## src/rtl/nn_pkg.sv

```systemverilog
// rtl/nn_pkg.sv - shared types and constants for the perceptron stream loader
package nn_pkg;

    localparam int DATA_W = 8;

    localparam logic [1:0] PH_PARAM = 2'd0;
    localparam logic [1:0] PH_INPUT = 2'd1;
    localparam logic [1:0] PH_RUN   = 2'd2;
    localparam logic [1:0] PH_OUT   = 2'd3;

    typedef enum logic [3:0] {
        ST_IDLE,
        ST_LOAD_P,
        ST_ADV_P,
        ST_LOAD_I,
        ST_ADV_I,
        ST_RUN,
        ST_ADV_R,
        ST_CAPT,
        ST_ADV_O
    } state_t;

    function automatic logic [1:0] next_phase(input logic [1:0] ph);
        return ph + 2'd1;
    endfunction

endpackage

```

## src/rtl/nn_phase_tracker.sv

```systemverilog
// rtl/nn_phase_tracker.sv - 2-bit phase counter mirroring the network's 4-phase machine
module nn_phase_tracker
    import nn_pkg::*;
(
    input  logic       clk,
    input  logic       reset,
    input  logic       advance,
    output logic [1:0] phase
);

    // Steps on the same edge that the network sees the changes pulse.
    always_ff @(posedge clk) begin
        if (reset) begin
            phase <= PH_PARAM;
        end else if (advance) begin
            phase <= next_phase(phase);
        end
    end

endmodule

```

## src/rtl/nn_stream_loader.sv

```systemverilog
// rtl/nn_stream_loader.sv - byte-serial loader sequencing params, inputs, run and capture
module nn_stream_loader
    import nn_pkg::*;
#(
    parameter int N_NEURONS  = 4,
    parameter int N_PARAMS   = 6,
    parameter int N_INPUTS   = 4,
    parameter int RUN_CYCLES = 4
) (
    input  logic              clk,
    input  logic              reset,
    input  logic              start,
    input  logic              src_valid,
    input  logic [DATA_W-1:0] src_data,
    output logic              src_ready,
    output logic [DATA_W-1:0] data_out,
    output logic              data_valid,
    output logic              changes,
    output logic [1:0]        phase,
    input  logic [DATA_W-1:0] result_in,
    output logic [DATA_W-1:0] result,
    output logic              result_valid,
    output logic              busy
);

    localparam logic [7:0] LAST_P = 8'(N_NEURONS * N_PARAMS - 1);
    localparam logic [7:0] LAST_I = 8'(N_INPUTS - 1);
    localparam logic [7:0] LAST_R = 8'(RUN_CYCLES - 1);

    state_t            state;
    state_t            state_nx;
    logic [7:0]        cnt;
    logic [7:0]        cnt_nx;
    logic [DATA_W-1:0] data_nx;
    logic [DATA_W-1:0] result_nx;
    logic              dv_nx;
    logic              chg_nx;
    logic              rv_nx;

    assign src_ready = (state == ST_LOAD_P) || (state == ST_LOAD_I);

    always_comb begin
        state_nx  = state;
        cnt_nx    = cnt;
        data_nx   = data_out;
        result_nx = result;
        dv_nx     = 1'b0;
        chg_nx    = 1'b0;
        rv_nx     = 1'b0;
        case (state)
            ST_IDLE: begin
                if (start) begin
                    state_nx = ST_LOAD_P;
                    cnt_nx   = 8'd0;
                end
            end
            ST_LOAD_P: begin
                if (src_valid) begin
                    data_nx = src_data;
                    dv_nx   = 1'b1;
                    cnt_nx  = cnt + 8'd1;
                    if (cnt == LAST_P) begin
                        state_nx = ST_ADV_P;
                    end
                end
            end
            ST_ADV_P: begin
                chg_nx   = 1'b1;
                cnt_nx   = 8'd0;
                state_nx = ST_LOAD_I;
            end
            ST_LOAD_I: begin
                if (src_valid) begin
                    data_nx = src_data;
                    dv_nx   = 1'b1;
                    cnt_nx  = cnt + 8'd1;
                    if (cnt == LAST_I) begin
                        state_nx = ST_ADV_I;
                    end
                end
            end
            ST_ADV_I: begin
                chg_nx   = 1'b1;
                cnt_nx   = 8'd0;
                state_nx = ST_RUN;
            end
            ST_RUN: begin
                cnt_nx = cnt + 8'd1;
                if (cnt == LAST_R) begin
                    state_nx = ST_ADV_R;
                end
            end
            ST_ADV_R: begin
                chg_nx   = 1'b1;
                cnt_nx   = 8'd0;
                state_nx = ST_CAPT;
            end
            ST_CAPT: begin
                result_nx = result_in;
                rv_nx     = 1'b1;
                state_nx  = ST_ADV_O;
            end
            ST_ADV_O: begin
                chg_nx   = 1'b1;
                cnt_nx   = 8'd0;
                state_nx = ST_IDLE;
            end
            default: begin
                state_nx = ST_IDLE;
            end
        endcase
    end

    always_ff @(posedge clk) begin
        if (reset) begin
            state        <= ST_IDLE;
            cnt          <= 8'd0;
            data_out     <= '0;
            data_valid   <= 1'b0;
            changes      <= 1'b0;
            result       <= '0;
            result_valid <= 1'b0;
            busy         <= 1'b0;
        end else begin
            state        <= state_nx;
            cnt          <= cnt_nx;
            data_out     <= data_nx;
            data_valid   <= dv_nx;
            changes      <= chg_nx;
            result       <= result_nx;
            result_valid <= rv_nx;
            busy         <= (state_nx != ST_IDLE);
        end
    end

    // Phase follows the registered pulse, so it reads the network's phase, not a forecast.
    nn_phase_tracker u_phase (
        .clk     (clk),
        .reset   (reset),
        .advance (changes),
        .phase   (phase)
    );

endmodule

```

## config.mk

```make
export PLATFORM = sky130hd
export DESIGN_NAME = nn_stream_loader
export DESIGN_NICKNAME = d
export VERILOG_FILES = /design/src/rtl/nn_pkg.sv /design/src/rtl/nn_phase_tracker.sv /design/src/rtl/nn_stream_loader.sv
export SDC_FILE = /design/constraint.sdc
export NUM_CORES = 1
export LEC_CHECK = 0
export BUFFER_PORTS_ARGS = -buffer_cell sky130_fd_sc_hd__buf_2
export CORE_MARGIN = 2
export CORE_UTILIZATION = 46
export CTS_CLUSTER_DIAMETER = 30
export CTS_CLUSTER_SIZE = 8
export DETAILED_ROUTE_END_ITERATION = 6
export PLACE_DENSITY_LB_ADDON = 0.2
export SLEW_MARGIN = 20
export SYNTH_ARGS = -nofsm -noshare
export SYNTH_HDL_FRONTEND = slang
export SYNTH_SLANG_ARGS = --single-unit
```

## constraint.sdc

```tcl
create_clock -name clk -period 1.75 [get_ports clk]
set_clock_uncertainty 0.2 [all_clocks]
set_input_delay 0.175 -clock clk [delete_from_list [all_inputs] [get_ports clk]]
set_output_delay 0.175 -clock clk [all_outputs]
set_load 0.01 [all_outputs]
```

==> flow_summary.yaml, run 1 <==
outcome:
  outcome: "finished, final reports clean"
min_path:
  worstHoldPathType: "primary input to flop"
  hold_path_depth: 4
timing:
  rsz0062_at_grt: "yes"
  slew_headroom_pct: 77.2
  fin_crit_sh_pct: 99.4
  setup_violations: 0
  timing.fmax_mhz: 575
  slew_viol_final: 0
  fin_ws_ns: 0.0104
  period_needed_ns: 1.74
  hold_violations: 0
  worst_slew_pin_slew_ns: 0.339
cells_and_area:
  design_area_mm2: 0.00226
  num-nets-final: 290
  syn2layout_area_growth_pct: 46.0
  n_fill_cell: 266
  antenna_cells: 0
  drive_above_1_share_pct: 33.8
place:
  place_ws_ns: -0.0390
  place_area_mm2: 0.00189
  io_buffers: 42
  dp_hpwl_um: 2490
  place_congestion: 0.805
critical_path:
  required_ns: 1.76
  path_cells: "or4_4 > o21ai_4 > buf_6 > nor4_1 > mux2i_1"
  endpoint_kind: "flop"
  crit_cells: 5
  worstRegToRegCells: 5
  cp_num_buf_inv: 1
  crit_fanout: 7
  cp_slowest_cell: "or4_4"
  arrival_ns: 1.75
  path_class: "flop to flop"
  crit_path_start_kind: "flop"
  cp_top_family: "simple AND/OR/NAND/NOR gates"
  max_stage_delay_ns: 0.53
global_routing:
  overflow: 0
  grt_pass1_wl_um: 5840
  grt_max_degree: 15
  antenna_found_initial: 0
  grt_pass1_vias: 1357
  grtUsageTotal_pct: 20.8
synth:
  synth-warning-count: 0
  netlist_instances: 194
  synth_cell_types: 37
  seq_area_frac_synth_pct: 44.0
  synth.top_cell.area_share_pct: 44.0
  synth_edf_count: 0
  async_flop_share_pct: 0
  synthTopCellsByArea: "dfxtp_1, nand2_1, a21oi_1"
  yosysTopAreaCell: "dfxtp_1"
  synth-seq-cells: 34
  ys.flop_type: "dfxtp_1"
  syn_area_mm2: 0.00155
  avgSynthCellArea_um2: 7.97
  syn-num-nets: 215
floorplan:
  io_pins: 43
  die_w_um: 62.0
  dieArea_mm2: 0.00384
  core.rowCount: 21
  start_util_pct: 47.1
  core_area_mm2: 0.00328
  die_h_um: 62.0
power_and_ir_drop:
  power_density_mw_per_mm2: 698
  ir_drop_mv: 0.359
  p_leak_nw: 0.931
clock_network:
  clock_path_buffers: 2
  cts_buffers: 5
  cts.sinks: 34
  cts_root_buf: "clkbuf_4"
  cts_tree: "done"
  clkTransAtPathRegs_ns: 0.10
  h-tree-depth: 2
  clk_latency_ns: 0.33
flow_run:
  drv_cap: 0
detailed_routing:
  vias: 1656
  postRouteAntennaNets: 0
  drt_wl_total_um: 4080
  first_pass_iters: 4
  drtIter0Drc: 52
  wl_per_cell_um: 13.0
  drc: 0
  via_per_inst: 5.26
[through the flow]
step	hold WS [ns]	power (mW)	utilization (%)	std cells	TNS (ns)
final	0.104	1.58	68.8	315	0
after global routing	0.112	1.64	68.8	315	-0.251
after CTS	0.0897	1.56	65.1	312	0
after detailed placement	0.222	0.952	57.4	288	-0.114
after global placement	0.219	0.951	57.4	288	-0.0189
after floorplan	0.111	0.896	-	194	0
[cell type report]
type	instances	area, µm²	area share (%)
multi-input cells	143	863	38.2
flip-flops and latches	34	692	30.6
repair buffers	80	546	24.2
well taps	46	57.6	2.55
clock buffers	6	51.3	2.27
clock inverters	1	30.0	1.33
inverters	5	18.8	0.831
[power breakdown]
| part | switching (mW) | internal, mW | leakage (nW) |
|---|---|---|---|
| Combinational | 0.0973 | 0.101 | 0.610 |
| Sequential | 0.00772 | 0.785 | 0.277 |
| Clock | 0.253 | 0.333 | 0.0443 |
| Total | 0.358 | 1.22 | 0.931 |
[timing repair]
| action | in CTS | in global routing |
|---|---|---|
| cloned | 0 | 2 |
| hold buffers | 17 | 0 |
| pin swaps | 1 | 10 |
| buffers inserted | 0 | 1 |
| gates resized for setup | 2 | 27 |
| endpoints found under the setup margin | 6 | 17 |
| endpoints found under the hold margin | 17 | 0 |
[metal layers]
metal	GRT usage (%)	wire [µm]
met5	0	0
met2	32.0	2010
met4	10.0	105
met3	5.18	199
met1	27.2	1770
[cells in the mapped netlist (2+ instances only)]
master    instances
nor3_1            3
a31oi_1           3
mux2i_1           3
a21o_1            2
nor4_1            3
nand3_1           4
buf_6             2
or3_1             4
nand2b_1          7
dfxtp_1          34
buf_2             3
clkbuf_1          7
nand2_1          46
nand4_1           3
o31ai_1           3
a21oi_1          24
or2_2             2
nor2_1           11
inv_1             5
or4_1             5
o21ai_0           4
[cells by family after synthesis]
logic type	share of synthesized area, %
AND/OR/NAND/NOR	29.0
XOR/XNOR	1.13
flip-flops	44.0
buffers and inverters	5.83
AO/OA/AOI/OAI	17.3
multiplexers	1.94
adder cells (fa/ha/maj)	0.809
[worst reg2reg max path: stages, from the launching register on]
cell     delay, ns
dfxtp_4       0.39
or4_4         0.53
o21ai_4       0.19
buf_6         0.14
nor4_1        0.06
mux2i_1       0.13
[placed cells by master, fill, tap and decap left out, types with 3 or more instances in the layout]
cell type	n
nor3_1	3
o21ai_0	3
nand4_1	3
dlygate4sd3_1	17
nor4_1	3
a21oi_1	23
nor2_1	10
a31oi_1	3
inv_1	4
dfxtp_1	31
buf_2	42
nand3_1	4
or3_1	4
nand2_1	45
dfxtp_4	3
nand2b_1	6
mux2i_1	3
clkbuf_4	5
or4_4	3
buf_4	19
[state kept, by name, summed over array words and instances (netlist names)]
| name | count |
|---|---|
| result_valid | 1 |
| result | 8 |
| u_phase.phase | 2 |
| busy | 1 |
| changes | 1 |
| state | 4 |
| data_out | 8 |
| cnt | 8 |
| data_valid | 1 |
[final timing paths]
kind	from	to	slack, ns
setup / recovery	state[2]	cnt[5]	0.01
hold / removal	start	busy	0.10
setup reg to reg	state[2]	cnt[5]	0.01
hold reg to reg	data_out[0]	data_out[0]	0.26
Power figures use the tool's default switching activity.
==> run 2: changes to the inputs <==
- CORE_MARGIN: 2 -> 4
==> run 2 against run 1 <==
  * The flow now finishes with violations (negative setup slack)
  * Setup slack got worse by 0.035 ns
  * Count of clock-buffer cells in the layout increased by 1
  * Core utilization increased by 4.0 points
  * Hold slack got worse by 0.0041 ns
  * Via count decreased by 1.6%
  * Total power decreased by 8.6%
  * Register-to-register slack got worse by 0.04 ns
==> flow_summary.yaml, run 2 (same netlist as run 1, synthesis figures left out) <==
outcome:
  outcome: "finished with violations"
  failed_checks: "negative setup slack"
power_and_ir_drop:
  fin_total_pwr_mw: 1.44
  ir_drop_mv: 0.498
  sequentialPowerShare_pct: 55.0
  p_leak_nw: 0.932
  p_clk_share_pct: 30.8
  switching_power_uw: 356
  internal_power_mw: 1.08
  pwr-share-comb_pct: 14.2
  switching_share_pct: 24.7
  power_density_mw_per_mm2: 633
cells_and_area:
  num-nets-final: 292
  stdcell_count: 316
  final_cell_mix: "nand2_1, buf_2, dfxtp_1"
  drive_above_1_share_pct: 35.3
  largestRegisters: "cnt: 8 flops, data_out: 8 flops, result: 8 flops"
  final_common_cell: "nand2_1"
  antenna_cells: 0
  utilization_pct: 72.8
  syn2layout_area_growth_pct: 47.2
  design_area_mm2: 0.00228
timing:
  rsz0062_at_grt: "yes"
  slew_viol_final: 0
  period_needed_ns: 1.77
  setup_violations: 4
  slew_headroom_pct: 70.5
  fin_ws_ns: -0.0248
  hold_violations: 0
  worst_slew_pin_slew_ns: 0.438
  fin_crit_sh_pct: 101
  timing.fmax_mhz: 563
  setup_tns_ns: -0.0447
critical_path:
  required_ns: 1.77
  path_cells: "or4_4 > o21ai_4 > buf_6 > nor4_1 > mux2i_1"
  crit_path_start_kind: "flop"
  arrival_ns: 1.79
  max_stage_delay_ns: 0.55
  endpoint_kind: "flop"
  crit_fanout: 6
  path_class: "flop to flop"
  cp_slowest_cell: "or4_4"
min_path:
  worstHoldPathType: "primary input to flop"
floorplan:
  core.rowCount: 20
  die_h_um: 66.0
  dieArea_mm2: 0.00435
  io_pins: 43
  core_area_mm2: 0.00313
  die_w_um: 66.0
  start_util_pct: 49.4
detailed_routing:
  first_pass_iters: 4
  drtIter0Drc: 83
  postRouteAntennaNets: 0
  via_per_inst: 5.16
  wl_per_cell_um: 13.0
  drc: 0
  drt_wl_total_um: 4110
  vias: 1630
place:
  dp_hpwl_um: 2480
  place_area_mm2: 0.00188
  io_buffers: 42
  place_congestion: 0.860
  dpl.cell_count: 286
clock_network:
  clk_latency_ns: 0.33
  cts_tree: "done"
  clock_path_buffers: 2
  cts_root_buf: "clkbuf_4"
  cts_buffers: 5
  clkTransAtPathRegs_ns: 0.10
  h-tree-depth: 2
  cts.sinks: 34
global_routing:
  grtUsageTotal_pct: 19.8
  antenna_found_initial: 0
  grt_pass1_wl_um: 6610
  grt_max_degree: 14
  overflow: 0
  grt_pass1_vias: 1527
flow_run:
  drv_cap: 0
## run 2: cell count changes in the layout (fill, tap and decap cells not counted), sizes merged
cell / change
clkbuf: +1
clkinv: +1
bufinv: -1
buf: +2
## run 2: final timing paths
| check | endpoint | slack [ns] | depth (start not counted) | from |
|---|---|---|---|---|
| setup reg to reg | cnt[6] | -0.02 | 5 | state[0] |
| hold reg to reg | result[7] | 0.26 | 2 | result[7] |
| setup / recovery | cnt[6] | -0.02 | 5 | state[0] |
| hold / removal | busy | 0.1 | 4 | start |
## run 2: repair_timing
item / in CTS / in global routing
buffers inserted: 0 / 3
endpoints found under the hold margin: 18 / 0
cloned: 1 / 1
endpoints found under the setup margin: 16 / 26
resized for setup: 4 / 31
hold buffers: 17 / 0
pin swaps: 1 / 4
## run 2: through the flow
stage / hold slack [ns] / setup slack [ns]
after floorplan: 0.111 / 0.00355
after CTS: 0.0798 / 0.00279
after detailed placement: 0.221 / -0.0731
after global placement: 0.218 / -0.0393
after global routing: 0.0983 / -0.0859
final: 0.0998 / -0.0248
## run 2: routing by layer
layer  part of all wire (%)  track usage (%)  routed length, µm
met4                    2.5             9.14                104
met3                    6.3             4.42                260
met1                     42             24.8               1710
met5                      0                0                  0
met2                     50             32.2               2040
## run 2: cell type report
class                           instances  area [µm²]
Clock inverter                          1        5.00
Sequential cell                        34         692
Multi-Input combinational cell        143         891
Clock buffer                            7        55.1
Fill cell                             241         851
Inverter                                5        18.8
Timing Repair Buffer                   82         561
Tap cell                               44        55.1
## run 2: worst max-delay path, delay by kind of cell, from the launching register on
kind,cells,cell delay [ns]
muxes,1,0.12
AOI/OAI and AO/OA,1,0.18
DFF,1,0.38
and+or+nand+nor,2,0.62
buffers and inverters,1,0.16
## run 2: power by group through the flow
stage | Combinational, mW | Sequential [mW] | Clock, mW
2_1_floorplan | 0.0780 | 0.818 | 0
3_3_place_gp | 0.140 | 0.813 | 0
3_5_place_dp | 0.140 | 0.814 | 0
4_1_cts | 0.171 | 0.797 | 0.458
5_1_grt | 0.226 | 0.796 | 0.485
6_report | 0.205 | 0.793 | 0.443
==> run 3: changes to the inputs <==
- BUFFER_PORTS_ARGS: -buffer_cell sky130_fd_sc_hd__buf_2 -> default
- CORE_UTILIZATION: 46 -> 50
- DONT_BUFFER_PORTS: default -> 1
- MAX_ROUTING_LAYER: default -> met4
==> run 3 against run 2 <==
  * The run ends with negative hold slack, negative setup slack left
  * Die area shrank 7.0%
  * Register-to-register slack worse by 0.04 ns
  * Hold slack got worse by 0.42 ns
  * Global-route usage rose by 0.27 points
  * Maximum frequency down 2.0%
  * Cell count decreased by 23%
  * Critical endpoint is now cnt[5]
  * Sequential share of layout area is 6.6 points higher
  * Critical path depth is 2 higher
  * Clock power rose by 72%
  * Largest power group unchanged
  * Non-clock buffer count shrank 59
  * Combinational power decreased by 50%
==> flow_summary.yaml, run 3 (same netlist as run 1, synthesis figures left out) <==
outcome:
  outcome: "finished with violations"
  failed_checks: "negative hold slack, negative setup slack"
timing:
  rsz0062_at_grt: "yes"
  slew_headroom_pct: 73.3
  worst_slew_pin_slew_ns: 0.397
  fin_ws_ns: -0.0606
  fin_hold_ws_ns: -0.322
  timing.fmax_mhz: 552
  setup_violations: 6
  fin_crit_sh_pct: 103
  period_needed_ns: 1.81
  hold_violations: 32
  slew_viol_final: 0
  setup_tns_ns: -0.179
floorplan:
  start_util_pct: 54.2
  die_w_um: 63.6
  dieArea_mm2: 0.00405
  core_area_mm2: 0.00285
  io_pins: 43
  core.rowCount: 19
  die_h_um: 63.6
global_routing:
  overflow: 0
  grt_pass1_wl_um: 6130
  grtUsageTotal_pct: 20.1
  grt_max_degree: 26
  antenna_found_initial: 0
  grt_pass1_vias: 1341
critical_path:
  path_class: "flop to flop"
  startpoint: "state[2]"
  r2r_setup_slack_ns: -0.06
  endpoint_kind: "flop"
  crit_fanout: 6
  reg2reg_from: "state[2]"
  worstRegToRegCells: 7
  crit_path_start_kind: "flop"
  required_ns: 1.83
  crit_end: "cnt[5]"
  timing.rr.end: "cnt[5]"
  arrival_ns: 1.89
clock_network:
  clock_path_buffers: 2
  clkTransAtPathRegs_ns: 0.11
  cts.sinks: 34
  cts_root_buf: "clkbuf_4"
  cts_hold_buf: 2
  clk_latency_ns: 0.35
  cts_buffers: 5
  h-tree-depth: 2
  cts_tree: "done"
power_and_ir_drop:
  ir_drop_mv: 0.714
  p_leak_nw: 0.672
  power_density_mw_per_mm2: 894
place:
  io_buffers: 0
  dpl.cell_count: 230
  place_congestion: 0.881
  place_area_mm2: 0.00165
  dp_hpwl_um: 2560
  place_ws_ns: -0.134
cells_and_area:
  final_cell_mix: "nand2_1, dfxtp_1, a21oi_1"
  largestRegisters: "cnt: 8 flops, data_out: 8 flops, result: 8 flops"
  syn2layout_area_growth_pct: 20.8
  num-nets-final: 232
  design_area_mm2: 0.00187
  stdcell_count: 243
  drive_above_1_share_pct: 21.7
  final_common_cell: "nand2_1"
  antenna_cells: 0
detailed_routing:
  drtIter0Drc: 42
  postRouteAntennaNets: 0
  wl_per_cell_um: 15.8
  via_per_inst: 5.77
  first_pass_iters: 4
  drt_wl_total_um: 3830
  vias: 1403
  drc: 0
min_path:
  worstHoldPathType: "primary input to flop"
flow_run:
  drv_cap: 0
## run 3: cell types whose count changed in the layout (fill, tap and decap cells not counted), sizes merged
cell	previous run	this run
buf	65	21
clkbuf	7	6
dlygate4sd3	17	2
bufinv	0	2
a22o	2	1
clkinv	1	0
## run 3: per-layer routing
layer | up-vias | share of wire [%] | wire length (µm) | global-route usage [%]
met4 | 0 | 1.8 | 68 | 7.82
met1 | 652 | 39 | 1500 | 20.5
met2 | 36 | 54 | 2060 | 34.8
met5 | - | 0 | 0 | -
met3 | 10 | 5.3 | 203 | 7.28
li1 | 705 | - | - | -
## run 3: layout make-up
type / instances / area [µm²]
Fill cell: 248 / 985
Multi-Input combinational cell: 142 / 820
Sequential cell: 34 / 691
Timing Repair Buffer: 23 / 189
Clock inverter: 2 / 60.1
Clock buffer: 6 / 51.3
Tap cell: 31 / 38.8
Inverter: 5 / 18.8
## run 3: critical path: stages, from the launching register on
cell and delay, ns:
dfxtp_4 0.37, buf_4 0.13, buf_4 0.14, nand2_1 0.07
o21ai_2 0.08, buf_6 0.14, nor4_1 0.36, mux2i_1 0.26
## run 3: what timing repair did
item                                    4_1_cts  5_1_grt
gates cloned                                  1        0
endpoints found under the hold margin        34       32
setup buffers                                 1        1
pin swaps                                     4        4
endpoints found under the setup margin        8       13
resized for setup                            13       10
## run 3: stage by stage
stage          total power [mW]  utilization (%)
2_1_floorplan             0.896                -
3_3_place_gp              0.905             57.8
3_5_place_dp              0.909             57.8
4_1_cts                    1.67             64.0
5_1_grt                    1.73             65.5
6_report                   1.67             65.5
## run 3: worst min-delay path by stage
stage                      startpoint            to  slack, ns  cells past startpoint
after CTS                       reset        cnt[0]      -0.33                      1
final                           reset     result[5]      -0.32                      1
after detailed placement        reset     result[4]       0.05                      1
after floorplan           src_data[0]   data_out[0]       0.11                      2
after global placement          reset     result[7]       0.05                      1
after global routing            reset  result_valid      -0.35                      1
## run 3: where the power goes
part / total, mW / switching, mW / internal (mW)
logic: 0.103 / 0.0573 / 0.0454
clock network: 0.764 / 0.281 / 0.484
registers: 0.802 / 0.0157 / 0.787
